### src/rtl/router_pkg.sv
// Shared definitions for the router packet source.
// Contents: source FSM state enum, illegal destination code, default LFSR
// feedback mask, header length-field width and the Galois LFSR step helper.
package router_pkg;

    typedef enum logic [2:0] {
        IDLE,
        HEADER,
        PAYLOAD,
        PARITY,
        GAP
    } src_state_t;

    localparam logic [1:0] ADDR_ILLEGAL      = 2'b11;
    localparam logic [7:0] LFSR_TAPS_DEFAULT = 8'hB8;
    localparam int         HDR_LEN_W         = 6;

    // One Galois step: shift right, fold the mask in when a 1 falls out.
    function automatic logic [7:0] lfsr8_next(input logic [7:0] v,
                                              input logic [7:0] taps);
        return (v >> 1) ^ (v[0] ? taps : 8'h00);
    endfunction

endpackage

### src/rtl/router_lfsr8.sv
// 8-bit Galois LFSR used as the payload byte generator.
// Ports: clk/reset (async, active high), load + seed (takes priority over
// step), step (advance one position), q (current value, resets to 8'h01).
module router_lfsr8
    import router_pkg::*;
#(
    parameter logic [7:0] TAPS = LFSR_TAPS_DEFAULT
) (
    input  logic       clk,
    input  logic       reset,
    input  logic       load,
    input  logic [7:0] seed,
    input  logic       step,
    output logic [7:0] q
);

    always_ff @(posedge clk or posedge reset) begin
        if (reset)     q <= 8'h01;
        else if (load) q <= seed;
        else if (step) q <= lfsr8_next(q, TAPS);
    end

endmodule

### src/rtl/router_pkt_src.sv
// Packet source feeding router_top's pkt_valid/data_in protocol.
// Inputs : clk, reset (async, active high), start/addr/payload_len/seed
//          request, busy backpressure from the router.
// Outputs: ready (idle), pkt_valid/pkt_data (header, payload, parity),
//          done pulse, req_err pulse, pkt_count (completed packets).
// All outputs are registered: the output comb computes next-cycle values
// from the next state, and a single register stage drives the ports.
module router_pkt_src
    import router_pkg::*;
#(
    parameter logic [7:0] LFSR_TAPS = LFSR_TAPS_DEFAULT,
    parameter int         CNT_W     = 16
) (
    input  logic                 clk,
    input  logic                 reset,
    input  logic                 start,
    input  logic [1:0]           addr,
    input  logic [HDR_LEN_W-1:0] payload_len,
    input  logic [7:0]           seed,
    input  logic                 busy,
    output logic                 ready,
    output logic                 pkt_valid,
    output logic [7:0]           pkt_data,
    output logic                 done,
    output logic                 req_err,
    output logic [CNT_W-1:0]     pkt_count
);

    src_state_t           state, state_d;
    logic [1:0]           addr_q;
    logic [HDR_LEN_W-1:0] len_q, cnt_q;
    logic [7:0]           par_q, lfsr_q, seed_sub;
    logic                 accept, reject, in_pkt, xfer, last_pay;
    logic                 pkt_valid_d, done_d, ready_d;
    logic [7:0]           pkt_data_d;

    assign accept   = (state == IDLE) && start && (addr != ADDR_ILLEGAL);
    assign reject   = (state == IDLE) && start && (addr == ADDR_ILLEGAL);
    assign in_pkt   = (state == HEADER) || (state == PAYLOAD) || (state == PARITY);
    assign xfer     = in_pkt && !busy;
    assign last_pay = (cnt_q + 1'b1) == len_q;
    assign seed_sub = (seed == 8'h00) ? 8'h01 : seed;

    router_lfsr8 #(.TAPS(LFSR_TAPS)) u_lfsr (
        .clk   (clk),
        .reset (reset),
        .load  (accept),
        .seed  (seed_sub),
        .step  ((state == PAYLOAD) && !busy),
        .q     (lfsr_q)
    );

    // State register
    always_ff @(posedge clk or posedge reset) begin
        if (reset) state <= IDLE;
        else       state <= state_d;
    end

    // Next-state logic
    always_comb begin
        state_d = state;
        case (state)
            IDLE:    if (accept) state_d = HEADER;
            HEADER:  if (!busy) state_d = (len_q == '0) ? PARITY : PAYLOAD;
            PAYLOAD: if (!busy && last_pay) state_d = PARITY;
            PARITY:  if (!busy) state_d = GAP;
            GAP:     state_d = IDLE;
            default: state_d = IDLE;
        endcase
    end

    // Output logic (next-cycle values of the registered ports)
    always_comb begin
        pkt_valid_d = (state_d == HEADER) || (state_d == PAYLOAD);
        done_d      = (state_d == GAP);
        ready_d     = (state_d == IDLE);
        pkt_data_d  = 8'h00;
        if (in_pkt && busy) begin
            pkt_data_d = pkt_data;
        end else begin
            case (state_d)
                // Only entered from IDLE, so the header comes from the request.
                HEADER:  pkt_data_d = {payload_len, addr};
                // lfsr_q already holds the seed on the first payload byte.
                PAYLOAD: pkt_data_d = (state == HEADER) ? lfsr_q
                                                        : lfsr8_next(lfsr_q, LFSR_TAPS);
                // Fold in the byte being transferred on this edge.
                PARITY:  pkt_data_d = par_q ^ pkt_data;
                default: pkt_data_d = 8'h00;
            endcase
        end
    end

    // Request latch, byte counter, running parity
    always_ff @(posedge clk or posedge reset) begin
        if (reset) begin
            addr_q <= '0;
            len_q  <= '0;
            cnt_q  <= '0;
            par_q  <= '0;
        end else if (accept) begin
            addr_q <= addr;
            len_q  <= payload_len;
            cnt_q  <= '0;
            par_q  <= '0;
        end else if (xfer && state != PARITY) begin
            par_q <= par_q ^ pkt_data;
            if (state == PAYLOAD) cnt_q <= cnt_q + 1'b1;
        end
    end

    // Output registers
    always_ff @(posedge clk or posedge reset) begin
        if (reset) begin
            ready     <= 1'b1;
            pkt_valid <= 1'b0;
            pkt_data  <= 8'h00;
            done      <= 1'b0;
            req_err   <= 1'b0;
            pkt_count <= '0;
        end else begin
            ready     <= ready_d;
            pkt_valid <= pkt_valid_d;
            pkt_data  <= pkt_data_d;
            done      <= done_d;
            req_err   <= reject;
            if (done_d) pkt_count <= pkt_count + 1'b1;
        end
    end

endmodule

### config.mk
export PLATFORM = sky130hd
export DESIGN_NAME = router_pkt_src
export DESIGN_NICKNAME = d
export VERILOG_FILES = /design/src/rtl/router_pkg.sv /design/src/rtl/router_lfsr8.sv /design/src/rtl/router_pkt_src.sv
export SDC_FILE = /design/constraint.sdc
export NUM_CORES = 1
export LEC_CHECK = 0
export CORE_MARGIN = 5
export CORE_UTILIZATION = 54
export CTS_CLUSTER_DIAMETER = 120
export DETAILED_ROUTE_END_ITERATION = 16
export GPL_TIMING_DRIVEN = 0
export PLACE_DENSITY = 0.8
export SKIP_CTS_REPAIR_TIMING = 1
export SLEW_MARGIN = 15
export SYNTH_ARGS = -nofsm -noshare
export SYNTH_HDL_FRONTEND = slang
export SYNTH_HIERARCHICAL = 1
export SYNTH_SLANG_ARGS = --single-unit
### constraint.sdc
create_clock -name clk -period 2.5 [get_ports clk]
set_input_delay 0.5 -clock clk [delete_from_list [all_inputs] [get_ports clk]]
set_output_delay 0.5 -clock clk [all_outputs]
set_load 0.05 [all_outputs]
## Word level (Yosys, flattened, before mapping)

Index checks and enable logic that the tools add are counted.

- Input bits: 20
- Word-level logic and storage cells: 63
- Bits in registers: 59
- Output and inout bits: 28

- Mux-type cells: 17
- Equality and inequality tests: 11
- Bitwise operators: 2
- Reduce and logical (&&, ||, !) cells: 20
- Add/sub/neg operators: 2

Operators with widths:

| operator | count |
|---|---|
| two-way mux 8 bit | 7 |
| case mux 8 bit (3 select lines) | 1 |
| two-way mux 6 bit | 3 |
| adder 16 x 1 -> 16 bit, second input constant | 1 |
| equality test 3 x 2 -> 1 bit, second input constant | 4 |
| two-way mux 3 bit | 4 |
| case mux 3 bit (4 select lines) | 1 |
| logical AND 1 bit | 8 |
| logical NOT 8 bit | 1 |
| XOR 7 x 8 -> 8 bit | 1 |
| XOR 8 bit | 1 |
| adder 6 x 1 -> 6 bit, second input constant | 1 |
| equality test 3 x 1 -> 1 bit, second input constant | 2 |
| equality test 6 bit | 1 |
| logical NOT 3 bit | 2 |
| logical NOT 6 bit | 1 |
| nonzero test 2 bit | 3 |
| equality test 3 bit, second input constant | 1 |
| logical OR 1 bit | 3 |
| != test 3 x 2 -> 1 bit, second input constant | 1 |
| equality test 2 bit, second input constant | 1 |
| != test 2 bit, second input constant | 1 |
| AND reduction 2 bit | 1 |
| logical NOT 1 bit | 1 |
| two-way mux 1 bit | 1 |

## Logic depth before layout (Yosys ltp)

- Depth in word-level cells: 7
- Depth in mapped cells: 8
- Depth with buffers taken out: 7

## Hierarchy

Netlist, hierarchy kept.

By module, submodules not included:

| module | seq. area each (sq um) | area an instance (sq um) | instances | cells each |
|---|---|---|---|---|
| router_pkt_src | 1277.5 | 2633.8 | 1 | 258 |
| router_lfsr8 | 201.4 | 412.9 | 1 | 40 |

## Least setup slack after synthesis

OpenSTA, ideal clock, no wires.

- Kind: input -> register
- Start: input port busy
- End: register pkt_data[0]
- Required time: 2368 ps
- Stages: 8
- Arrival: 1874 ps
- Library setup time: 132 ps
- Buffers on the path: 1
- Path slack: 494 ps
- Cell sequence: nor2_1 -> nand3b_1 -> clkinv_1 -> nand4b_1 -> o31ai_2 -> buf_6 -> mux2i_1 -> o21ai_1

- Longest elaborated chain between the ends: 6
- Elaborated cells between the ends (all ways): 11
- Classes of those cells: eq/ne: 3; mux: 5; reduce/logical: 3

Ends and longest elaborated chain:

| element | line | text |
|---|---|---|
| from (decl) | router_pkt_src.sv:20 | `input logic busy,` |
| logical NOT 1 bit | -- |  |
| logical AND 1 bit | router_pkt_src.sv:65 | `PAYLOAD: if (!busy && last_pay) state_d = PARITY;` |
| two-way mux 3 bit | router_pkt_src.sv:65 |  |
| case mux 3 bit (4 select lines) (*) | router_pkt_src.sv:62 | `case (state)` |
| via state_d[0] | router_pkt_src.sv:29 | `src_state_t state, state_d;` |
| equality test 3 x 2 -> 1 bit or equality test 3 x 1 -> 1 bit (tied branches) | router_pkt_src.sv:81 | `case (state_d)` |
| case mux 8 bit (3 select lines) (*) | router_pkt_src.sv:81 |  |
| to (signal assigned) | router_pkt_src.sv:124 | `pkt_data <= pkt_data_d;` |
| to (decl) | router_pkt_src.sv:23 | `output logic [7:0] pkt_data,` |

The timed path passes the listed nets; every way through them passes the cells marked *.
A chain may end at the register's enable or synchronous reset.

## Worst setup path in the final report

- Start: input port busy
- End: register pkt_data[4]

Same word-level chain as after synthesis.

==> summary.txt <==
Timing
  • Worst Tran Pin Value: 0.635 ns
  • Skew final: 0.0122 ns
  • Final setup fails: 0
  • Post-layout min period: 2.42 ns
  • Setup TNS: 0 ns
  • Fin crit share: 96.7%
  • Final Max Tran Viols: 0
  • Final WS setup: 0.0827 ns
  • Max Clk Rate: 0.414 GHz
  • Final hold vios: 0
  • Normalized max-slew margin: 57.5%

Synth
  • Syn Nets: 320
  • Top_reg_cell synth: dfrtp_1
  • Syn Inst Count: 298
  • Register area share after synthesis: 48.5%
  • Seq cells post-synth: 59
  • Yosys Warn Count: 6
  • EDFF count, synth: 0
  • Mapped Area: 3050 um2
  • Fraction of registers with async set/reset: 100%
  • Avg Inst Size Synth: 10.2 um2
  • Post-synthesis cell type count: 43

CTS
  • CTS tree: yes
  • Total CTS buffers: 9
  • Worst skew pair latency: 0.34 ns
  • Max clock buf depth: 2
  • Clk sinks: 59
  • H-tree depth: 3
  • Root buffer cell: clkbuf_8
  • Worst-path clk slew: around 0.07 ns

Job
  • Max-cap violations: 0

Routing
  • Vias/cell: approximately 5.4
  • Routed vias: between 2000 and 2500
  • Post-detailed-routing wire length: 6.64 mm
  • DR pass1 iterations: 5
  • WL per Instance: 15.2 um
  • Final antenna-violating net count: 0
  • Detailed Route Iter0 Violations: 87
  • DRC errors left: 0

Critical path
  • Critical Path RT: 2.70 ns
  • Critical path type: input port to register
  • CP arrival: 2.62 ns
  • Crit path from: busy
  • CP Capture Type: register
  • RR Startpoint: state[0]
  • CP Max Fanout: 10
  • Critical path launch point type: input port

GRT
  • GRT Residual Overflow: 0
  • Vias in the first global route: 2349
  • First-pass GRT wire length: 11.2 mm
  • Total routing usage reported by global routing: 19.4%
  • Pin count of the biggest net entering global routing: 36
  • Initial antenna violation count: 0

Pwr
  • VDD IR max: 0.664 mV
  • Total power: between 4 and 5 mW
  • Sequential power share: about 35%
  • Net Sw Power: 1.84 mW
  • P_int: 2.61 mW
  • Leak Pwr: 1.67 nW
  • Clock network power share: 19.9%
  • Logic pwr share: 44.7%
  • PD cells: between 1000 and 1500 nW/um2
  • Net Sw Frac: 41.3%

Layout
  • Final Non-Filler Cells: between 400 and 500
  • Layout cell share with drive strength beyond 1: 13.2%
  • NumNets Final: between 300 and 400
  • Area Overhead vs Synth: 26.7%
  • Fillers: 428
  • Ant diodes: 0

Floorplan
  • Die W: 85.1 um
  • Boundary Pins: 48
  • Initial Util: 55.3%
  • Die Area: 7240 um2
  • Core area: around 5500 um2
  • Row cnt: 27
  • Die Y: 85.1 um

Placed design
  • Post-detail-place hpwl: 4.66 mm
  • GPL Wtd Cong: 0.784
  • Port buffer count: 47
  • Placed cell count: 418
  • Placement Setup Slack: -0.465 ns

Hold path
  • Min-delay worst type: input port to asynchronous set/reset pin

Status
  • Status: finished, final reports clean
-- power groups by stage --
stage          Sequential (mW)  Clock [mW]  Combinational, mW
2_1_floorplan             1.82           0               1.17
3_3_place_gp              1.58           0               1.89
3_5_place_dp              1.58           0               1.95
4_1_cts                   1.57       0.900               1.97
5_1_grt                   1.63       0.957               2.16
6_report                  1.58       0.884               1.99
-- final cells by class --
cell class                      count  area, um2  share of cell area [%]
Buffer                             19        101                    2.63
Clock buffer                       10        138                    3.57
Clock inverter                      6       63.8                    1.65
Inverter                            7       26.3                   0.681
Multi-Input combinational cell    213       1460                    37.7
Sequential cell                    59       1480                    38.3
Tap cell                           72       90.1                    2.33
Timing Repair Buffer               50        505                    13.1
-- kinds of logic after synthesis --
logic type      share of synthesized area [%]
simple gates                             14.3
flops                                    48.5
compound gates                           11.8
xor+xnor                                 12.1
buf+inv                                  4.19
mux                                      8.34
fa+ha+maj                               0.821
-- cells in the mapped netlist (6+ instances only) --
cell type  number  area share [%]
nor2_1         20             2.5
a22oi_1         7             1.7
mux2_2         11             4.1
mux2i_1        13             4.3
xnor2_1        26             7.5
and3_1          8             1.6
o21ai_1         6            0.99
inv_1           6            0.74
nand2_1        32             3.9
xor2_1         16             4.6
clkbuf_1       10             1.2
o21ai_0        31             5.1
dfrtp_1        57              47
-- per-layer routing --
layer	global-route usage (%)	part of all wire, %	vias up
met5	0	0	-
met4	8.06	1.7	0
met3	4.37	4.9	12
met1	25.6	45	1139
li1	-	-	1151
met2	30.9	48	58
-- placed cells by master (no fill, tap or decap), types with 3 or more instances in the layout --
| master | netlist | routed |
|---|---|---|
| nand3_1 | 4 | 4 |
| clkdlybuf4s50_1 | 0 | 47 |
| xnor2_1 | 26 | 26 |
| o21ai_1 | 6 | 6 |
| mux2i_1 | 13 | 13 |
| o211ai_1 | 3 | 3 |
| mux2_2 | 11 | 11 |
| or3b_1 | 3 | 3 |
| inv_1 | 6 | 5 |
| nand4_1 | 5 | 5 |
| a22oi_1 | 7 | 7 |
| nand2_1 | 32 | 32 |
| nor4_1 | 4 | 4 |
| buf_6 | 3 | 3 |
| dfrtp_1 | 57 | 57 |
| nor2_1 | 20 | 19 |
| clkbuf_8 | 0 | 10 |
| xor2_1 | 16 | 16 |
| buf_2 | 5 | 5 |
| and3_1 | 8 | 8 |
| clkbuf_1 | 10 | 10 |
| o21ai_0 | 31 | 31 |
-- flip-flops by register name, summed over array words and instances (netlist names) --
signal and cells:
len_q 6, par_q 8, pkt_valid 1, pkt_count 16, pkt_data 8, done 1
req_err 1, u_lfsr/q 8, state 3, ready 1, cnt_q 6
-- through the flow --
step	cell area, um2	hold WS [ns]	utilization [%]
after global routing	3860	0.468	70.1
final	3860	0.445	70.1
after detailed placement	3630	0.461	65.9
after global placement	3610	0.456	65.5
after floorplan	3050	0.315	-
after CTS	3830	0.448	69.5
-- critical path, stage by stage --
cell and delay (ns):
clkdlybuf4s50_1 0.53, nor2_4 0.17, nand3b_1 0.21, clkinv_1 0.20, nand4b_1 0.18, o31ai_4 0.30
buf_6 0.23, mux2i_1 0.23, o21ai_1 0.07
-- path summary, 6_finish.rpt --
path	end	slack [ns]	cells past startpoint
worst max-delay path	pkt_data[4]	0.08	9
worst min-delay path	u_lfsr/q[4]	0.44	2
worst max register to register	pkt_data[4]	0.23	8
worst min register to register	pkt_count[15]	0.46	1
max in group asynchronous	ready	1.45	3
min in group clk	pkt_count[15]	0.46	1
No activity file was read; power rests on OpenSTA's default activity.
